==> src/rtl/output_port_allocator.sv <==
// Packet-granular round-robin allocator for one router output port shared by five inputs.
// Optional stall timeout with forced release: define ARB_TIMEOUT_EN.
module output_port_allocator #(
  parameter int                NPORTS   = 5,
  parameter int                FID_W    = 3,
  parameter logic [FID_W-1:0]  HEAD_ID  = 3'b001,
  parameter logic [FID_W-1:0]  TAIL_ID  = 3'b100,
  parameter int                CNT_W    = 12,
  parameter logic [CNT_W-1:0]  MAX_WAIT = 12'd64
) (
  input  logic                    clk,
  input  logic                    rst,
  input  logic [NPORTS-1:0]       req,
  input  logic [NPORTS*FID_W-1:0] flit_id,
  input  logic                    out_ready,
  output logic [NPORTS-1:0]       grant,
  output logic [2:0]              sel,
  output logic                    busy,
  output logic                    xfer,
  output logic                    timeout
);

  localparam logic [2:0] SEL_IDLE = 3'b111;

  typedef enum logic {IDLE, BUSY} state_t;

  state_t            state, state_nxt;
  logic [NPORTS-1:0] grant_nxt;
  logic [2:0]        sel_nxt;
  logic              busy_nxt;
  logic [2:0]        rr_ptr, rr_ptr_nxt;
  logic [NPORTS-1:0] eligible;
  logic [FID_W-1:0]  cur_fid;
  logic              tail_xfer;
  logic              stall_expire;
  logic              found;
  logic [2:0]        pick_idx;
  logic [2:0]        ptr_base;
  logic [2:0]        sel_inc;
  int                scan_p;

  assign xfer      = |(grant & req) & out_ready;
  assign tail_xfer = xfer && (cur_fid == TAIL_ID);

  // Flit id of the granted port, muxed by the one-hot grant so an idle sel never indexes.
  always_comb begin
    eligible = '0;
    cur_fid  = '0;
    for (int i = 0; i < NPORTS; i++) begin
      eligible[i] = req[i] && (flit_id[i*FID_W +: FID_W] == HEAD_ID);
      if (grant[i]) cur_fid = cur_fid | flit_id[i*FID_W +: FID_W];
    end
  end

  // Round-robin scan starting at rr_ptr; out-of-range pointers restart at port 0.
  always_comb begin
    found    = 1'b0;
    pick_idx = '0;
    scan_p   = 0;
    ptr_base = (int'(rr_ptr) < NPORTS) ? rr_ptr : 3'd0;
    for (int k = 0; k < NPORTS; k++) begin
      scan_p = int'(ptr_base) + k;
      if (scan_p >= NPORTS) scan_p = scan_p - NPORTS;
      if (!found && eligible[scan_p]) begin
        found    = 1'b1;
        pick_idx = 3'(scan_p);
      end
    end
  end

  assign sel_inc = (int'(sel) >= NPORTS - 1) ? 3'd0 : 3'(sel + 3'd1);

`ifdef ARB_TIMEOUT_EN
  logic [CNT_W-1:0] stall_cnt;

  assign stall_expire = (state == BUSY) && !xfer && (stall_cnt == MAX_WAIT - 1'b1);

  always_ff @(posedge clk or posedge rst) begin
    if (rst) begin
      stall_cnt <= '0;
      timeout   <= 1'b0;
    end else begin
      timeout <= stall_expire && !tail_xfer;
      if (state != BUSY || xfer || stall_expire) stall_cnt <= '0;
      else                                       stall_cnt <= stall_cnt + 1'b1;
    end
  end
`else
  assign stall_expire = 1'b0;
  assign timeout      = 1'b0;
`endif

  // NOTE: every output of this block gets a default first, so no path can infer a latch.
  always_comb begin
    state_nxt  = state;
    grant_nxt  = grant;
    sel_nxt    = sel;
    busy_nxt   = busy;
    rr_ptr_nxt = rr_ptr;
    case (state)
      IDLE: begin
        if (found) begin
          grant_nxt = NPORTS'(1) << pick_idx;
          sel_nxt   = pick_idx;
          busy_nxt  = 1'b1;
          state_nxt = BUSY;
        end
      end
      BUSY: begin
        // A tail on the final stall cycle is a normal release; the timeout pulse is suppressed.
        if (tail_xfer || stall_expire) begin
          grant_nxt  = '0;
          sel_nxt    = SEL_IDLE;
          busy_nxt   = 1'b0;
          rr_ptr_nxt = sel_inc;
          state_nxt  = IDLE;
        end
      end
      default: begin
        grant_nxt  = '0;
        sel_nxt    = SEL_IDLE;
        busy_nxt   = 1'b0;
        state_nxt  = IDLE;
      end
    endcase
  end

  // NOTE: state registers use non-blocking assignments so every flop samples pre-edge values.
  always_ff @(posedge clk or posedge rst) begin
    if (rst) begin
      state  <= IDLE;
      grant  <= '0;
      sel    <= SEL_IDLE;
      busy   <= 1'b0;
      rr_ptr <= '0;
    end else begin
      state  <= state_nxt;
      grant  <= grant_nxt;
      sel    <= sel_nxt;
      busy   <= busy_nxt;
      rr_ptr <= rr_ptr_nxt;
    end
  end

endmodule

==> config.mk <==
export PLATFORM = sky130hd
export DESIGN_NAME = output_port_allocator
export DESIGN_NICKNAME = d
export VERILOG_FILES = /design/src/rtl/output_port_allocator.sv
export SDC_FILE = /design/constraint.sdc
export NUM_CORES = 1
export LEC_CHECK = 0
export CELL_PAD_IN_SITES_DETAIL_PLACEMENT = 1
export CELL_PAD_IN_SITES_GLOBAL_PLACEMENT = 1
export CORE_ASPECT_RATIO = 0.8
export CORE_UTILIZATION = 30
export DETAILED_ROUTE_END_ITERATION = 8
export PLACE_DENSITY = 0.65
export SLEW_MARGIN = 20
export SYNTH_ARGS = -nofsm -noshare
export SYNTH_HDL_FRONTEND = slang
export SYNTH_SLANG_ARGS = --single-unit
==> constraint.sdc <==
create_clock -name clk -period 4.8 [get_ports clk]
set_input_delay 0.96 -clock clk [delete_from_list [all_inputs] [get_ports clk]]
set_output_delay 0.96 -clock clk [all_outputs]
set_load 0.02 [all_outputs]
==> flow_metrics.tcl, run 1 <==
set metrics [dict create \
    synth_top_family_by_area "compound AO/OA/AOI/OAI gates" \
    cpMaxStageDelayCell "dfrtp_1" \
    grt_usage_pct 21.11 \
    finalCriticalPeriod_ps 4122 \
    drc 0 \
    finalNonFillerCells 320 \
    cts_buffers 3 \
    clockBufferDepth 2 \
    crit_top_cell "a21oi_1" \
    route.vias.total 1849 \
    hold_class "flop to flop" \
    power.leakage_nw 0.8462 \
    yosys-top-cells-count "nor2_1, nand2_1, o21ai_0, ha_1, inv_1" \
    synth-xor-area-share_pct 0 \
    cts_max_level 1 \
    cp_cell_sequence "nand2b_1, inv_2, ha_1, nand2_1, mux2_2, nor2_1, or4b_1, and4b_1, a21oi_1, o32ai_1, a21oi_1, a32o_1" \
    synth-adder-area-share_pct 9.065 \
    synthMuxAreaShare_pct 6.728 \
    place_hpwl_um 5053 \
    row_count 24 \
    met3WireLength_um 220 \
    clk_pin_slew_ps 50 \
    synth-async-reset-ratio_pct 100.0 \
    cts_resized 0 \
    gp_congestion 0.8637 \
    final_antenna_net_count 0 \
    fin_tns_setup_ps 0 \
    dr.pass1.iters 4 \
    cts_root_buf "clkbuf_8" \
    timing.final.ws_setup_ps 678.3 \
    cts_sinks 13 \
    synthTopCellsByArea "dfrtp_1, ha_1, dfstp_2" \
    dr_wl_met2_um 2478 \
    die-area_um2 6202 \
    holdWs_ps 482.0 \
    port_buffers 32 \
    worstSetupPathType "flop to flop" \
    die_y_um 70.64 \
    fmax_mhz 242.6 \
    rsz0062_at_grt "false" \
    drv_slew 0 \
    synthToLayoutAreaGrowth_pct 24.50 \
    top_layer "met4" \
    tightest_slew_ps 643.3 \
    grt_max_degree 15 \
    wl_um 6126 \
    r2r_cells 12 \
    yosysMostFrequentCell "nor2_1" \
    vias_per_cell 5.778 \
    ctsHoldBuffers 0 \
    end_kind "flop" \
    max_slew_margin_pct 56.53 \
    final-setup-viol-count 0 \
    synth.largest_area_cell "dfrtp_1" \
    critical_path_required_ps 4980 \
    whs_path_depth 1 \
    wl_met1_um 3373 \
    synth-compound-area-share_pct 31.66 \
    nets 278 \
    synth.ff_latch_count 13 \
    cpPeakStageDelay_ps 560 \
    wl_per_cell_um 19.14 \
    antenna_found_initial 0 \
    clock-skew-final_ps 0.8318 \
    ys.flop_type "dfrtp_1" \
    synth_top_area_share_pct 14.16 \
    netlist_area_um2 1767 \
    syn_inst 212 \
    seq_area_frac_synth_pct 18.63 \
    drive_gt1_share_pct 11.98 \
    grt_pass1_wl_um 10010 \
    placed_cells_incl_taps 316 \
    fin_crit_sh_pct 85.87 \
    syn_nets 247 \
    grt_pass1_vias 1809 \
    postPlaceCellArea_um2 2155 \
    synthesis.yosys.warnings 0 \
    cts_tree "built" \
    start_util_pct 31.80 \
    synth_simple_gate_area_share_pct 27.76 \
    fp.dieW_um 87.80 \
    num_antenna_cells 0 \
    fin_util_pct 39.59 \
    max_cap_viol_count 0 \
    core_um2 5555 \
    boundaryPins 34 \
    cp.arrival_ps 4300 \
    initialDrtViolationCount 153 \
    pre_cts_ws_ps 742.4 \
    clock_latency_ps 240 \
    powerDensity_nw_per_um2 542.8 \
    irDropWorstVdd_uv 284.1 \
    power_mw 1.194 \
    cp_max_fo 14 \
    grt_overflow 0 \
    synth-edff-count 0 \
    final_cell_area_um2 2200 \
    hold_viol_final 0 \
    cts_setup_buffers 0 \
    syn-mean-instance-area_um2 8.333 \
    cp-start-kind "flop" \
    outcome "finished clean" \
    synth_cell_types 70 \
]
[worst max-delay path, delay by kind of cell (launching register included)]
family,cells,cell delay (ps)
AND/OR/NAND/NOR,5,1630
AO/OA/AOI/OAI,4,890
flip-flops,1,560
multiplexers,1,430
adder cells (fa/ha/maj),1,330
buffers and inverters,1,210
[power by group]
part	internal, mW	switching [mW]
Combinational	0.362	0.497
Sequential	0.163	0.0728
Clock	0.0587	0.0400
Total	0.585	0.609
[placed cells by master (no fill, tap or decap), drive strengths merged, types with 3 or more instances in the layout]
| cell | count |
|---|---|
| nor2b | 3 |
| a32oi | 3 |
| o2bb2ai | 3 |
| a31o | 3 |
| nor3 | 9 |
| a32o | 4 |
| nand2b | 7 |
| inv | 14 |
| clkdlybuf4s50 | 32 |
| o21ai | 16 |
| nor4 | 3 |
| dfrtp | 10 |
| mux2i | 5 |
| mux2 | 3 |
| o22ai | 4 |
| a21oi | 12 |
| buf | 3 |
| or4bb | 4 |
| or3b | 3 |
| dfstp | 3 |
| o211ai | 3 |
| nand2 | 13 |
| ha | 12 |
| clkbuf | 4 |
| nor2 | 14 |
| a21o | 5 |
| nand3 | 4 |
[layer usage]
| layer | global-route usage (%) | vias up |
|---|---|---|
| met2 | 29.29 | 42 |
| met1 | 34.84 | 922 |
| met4 | 4.918 | 0 |
| met3 | 1.050 | 4 |
| met5 | 0 | - |
| li1 | - | 881 |
[sequential cells by signal (all words and copies together) (netlist names)]
signal / count
grant: 5
rr_ptr: 3
sel: 3
busy: 1
state: 1
[cell families after synthesis]
kind of cell    after synthesis
compound gates               75
fa+ha+maj                    13
buf+inv                      23
flops                        13
mux                           9
other cells                   1
simple gates                 78
[worst paths after layout]
path                                       startpoint                   end  slack (ps)
min in group asynchronous                         rst      busy$_DFFE_PP0P_        1040
worst max register to register  rr_ptr[2]$_DFFE_PP0P_  grant[1]$_DFFE_PP0P_         680
worst min register to register       busy$_DFFE_PP0P_      busy$_DFFE_PP0P_         480
max in group asynchronous                         rst    sel[1]$_DFFE_PP1P_        3410
worst max-delay path            rr_ptr[2]$_DFFE_PP0P_  grant[1]$_DFFE_PP0P_         680
worst min-delay path                 busy$_DFFE_PP0P_      busy$_DFFE_PP0P_         480
[layout make-up]
class | instances | area, um2
timing repair buffer | 35 | 342.8
inverter | 14 | 52.55
clock buffer | 4 | 45.04
fill | 668 | 3356
sequential | 13 | 329.1
tap | 78 | 97.59
multi-input combinational | 176 | 1333
Note: power is estimated with default switching activity, not from simulation.
==> run 2, diff against run 1 <==
==> constraint.sdc (replaced) <==
create_clock -name clk -period 4.8 [get_ports clk]
set_input_delay 0.96 -clock clk [delete_from_list [all_inputs] [get_ports clk]]
set_output_delay 0.96 -clock clk [all_outputs]
set_load 0.1 [all_outputs]
==> flow_metrics.tcl, run 2 (same netlist as run 1, synthesis figures left out) <==
set metrics [dict create \
    outcome "finished clean" \
    hold_class "flop to flop" \
    power.leakage_nw 0.8484 \
    cp_max_fo 14 \
    wl_um 5902 \
    clockPowerShare_pct 7.0 \
    whs_path_depth 1 \
    top_layer "met4" \
    rsz0062_at_grt "false" \
    wl_met1_um 3184 \
    irDropWorstVdd_uv 362.2 \
    vias_per_cell 5.672 \
    synthToLayoutAreaGrowth_pct 24.36 \
    power_mw 1.419 \
    final_common_cell "clkdlybuf4s50_1" \
    die_y_um 70.64 \
    nets 278 \
    dr.pass1.iters 4 \
    cts_max_level 1 \
    cts_tree "built" \
    largest_register "grant" \
    fmax_mhz 247.3 \
    end_kind "flop" \
    reg2reg_to "grant[0]$_DFFE_PP0P_" \
    initialDrtViolationCount 173 \
    min_from "busy$_DFFE_PP0P_" \
    final-setup-viol-count 0 \
    cts_resized 0 \
    comb_power_share_pct 76.4 \
    boundaryPins 34 \
    cts_root_buf "clkbuf_8" \
    port_buffers 32 \
    start_util_pct 31.80 \
    cp-start-kind "flop" \
    drv_slew 0 \
    p_sw_uw 836.5 \
    top_regs "grant (5), rr_ptr (3), sel (3)" \
    grt_pass1_wl_um 9480 \
    drive_gt1_share_pct 12.40 \
    cts_buffers 3 \
    p_int_uw 582.9 \
    r2r_cells 12 \
    drc 0 \
    grt_max_degree 15 \
    fin_tns_setup_ps 0 \
    clk_pin_slew_ps 60 \
    cpPeakStageDelay_ps 570 \
    cp_top_family "simple AND/OR/NAND/NOR gates" \
    clock_latency_ps 250 \
    max_cap_viol_count 0 \
    num_antenna_cells 0 \
    place_hpwl_um 4790 \
    cts_setup_buffers 0 \
    gp_congestion 0.8304 \
    reg2reg_from "rr_ptr[2]$_DFFE_PP0P_" \
    reg2reg_slack_ps 760 \
    fillers 664 \
    final_cell_area_um2 2197 \
    fin_crit_sh_pct 84.26 \
    timing.critical_path.buf_inv 1 \
    wl_per_cell_um 18.44 \
    row_count 24 \
    ctsHoldBuffers 0 \
    powerDensity_nw_per_um2 646.0 \
    grt_overflow 0 \
    met3WireLength_um 213 \
    max_slew_margin_pct 33.00 \
    critical_path_required_ps 4930 \
    cts_sinks 13 \
    grt_usage_pct 19.58 \
    tightest_slew_ps 1002 \
    clock-skew-final_ps 2.660 \
    crit_top_cell "nor2_1" \
    hold_viol_final 0 \
    cp.arrival_ps 4180 \
    largest_reg_flops 5 \
    finalCriticalPeriod_ps 4044 \
    antenna_found_initial 0 \
    core_um2 5555 \
    dr_wl_met2_um 2461 \
    pwr-share-seq_pct 16.6 \
    min_to "busy$_DFFE_PP0P_" \
    grt_pass1_vias 1795 \
    fp.dieW_um 87.80 \
    route.vias.total 1815 \
    p_sw_share_pct 58.93 \
    cp_cell_sequence "nand2b_1, inv_2, ha_1, nand2_1, mux2_2, nor2_1, or4b_1, nand4b_1, nor3_2, a21oi_2, nor2_1, a32o_1" \
    most-common-layout-cells "clkdlybuf4s50_1, nor2_1, nand2_1, o21ai_0" \
    worstSetupPathType "flop to flop" \
    clockBufferDepth 2 \
    final_antenna_net_count 0 \
    die-area_um2 6202 \
    postPlaceCellArea_um2 2152 \
    cpMaxStageDelayCell "dfrtp_1" \
]
==> run 2: area by class of cell <==
type | count | area (um2) | share of cell area [%]
Sequential cell | 13 | 329.1 | 14.98
Clock buffer | 4 | 45.04 | 2.050
Tap cell | 78 | 97.59 | 4.442
Timing Repair Buffer | 35 | 340.3 | 15.49
Multi-Input combinational cell | 176 | 1333 | 60.65
Inverter | 14 | 52.55 | 2.392
==> run 2: worst max path at each step <==
stage	from	to	slack, ps	cells after the start
after floorplan	grant[2]$_DFFE_PP0P_	grant[1]$_DFFE_PP0P_	790	9
after global placement	req[0]	grant[0]$_DFFE_PP0P_	760	10
after detailed placement	req[0]	grant[0]$_DFFE_PP0P_	770	10
after CTS	rr_ptr[2]$_DFFE_PP0P_	grant[0]$_DFFE_PP0P_	760	12
after global routing	rr_ptr[2]$_DFFE_PP0P_	grant[0]$_DFFE_PP0P_	490	12
final	rr_ptr[2]$_DFFE_PP0P_	grant[0]$_DFFE_PP0P_	760	12
==> run 2: power groups by stage <==
stage	Clock [mW]	Sequential [mW]	Combinational, mW
after floorplan	0	0.460	0.601
after global placement	0	0.236	1.08
after detailed placement	0	0.237	1.08
after CTS	0.101	0.236	1.08
after global routing	0.106	0.243	1.16
final	0.0994	0.235	1.08
==> run 2: per-stage QoR <==
| stage | utilization (%) | instances | setup slack [ps] | hold slack (ps) |
|---|---|---|---|---|
| after floorplan | - | 212 | 787.1 | 558.8 |
| after global placement | 38.74 | 316 | 759.9 | 485.7 |
| after detailed placement | 38.74 | 316 | 770.2 | 476.2 |
| after CTS | 39.55 | 320 | 764.7 | 493.6 |
| after global routing | 39.55 | 320 | 490.0 | 506.4 |
| final | 39.55 | 320 | 755.7 | 485.7 |
==> run 2: per-layer routing <==
metal / track usage (%) / vias up
li1: - / 886
met1: 31.66 / 885
met2: 28.17 / 39
met3: 1.167 / 5
met4: 3.825 / 0
met5: 0 / -
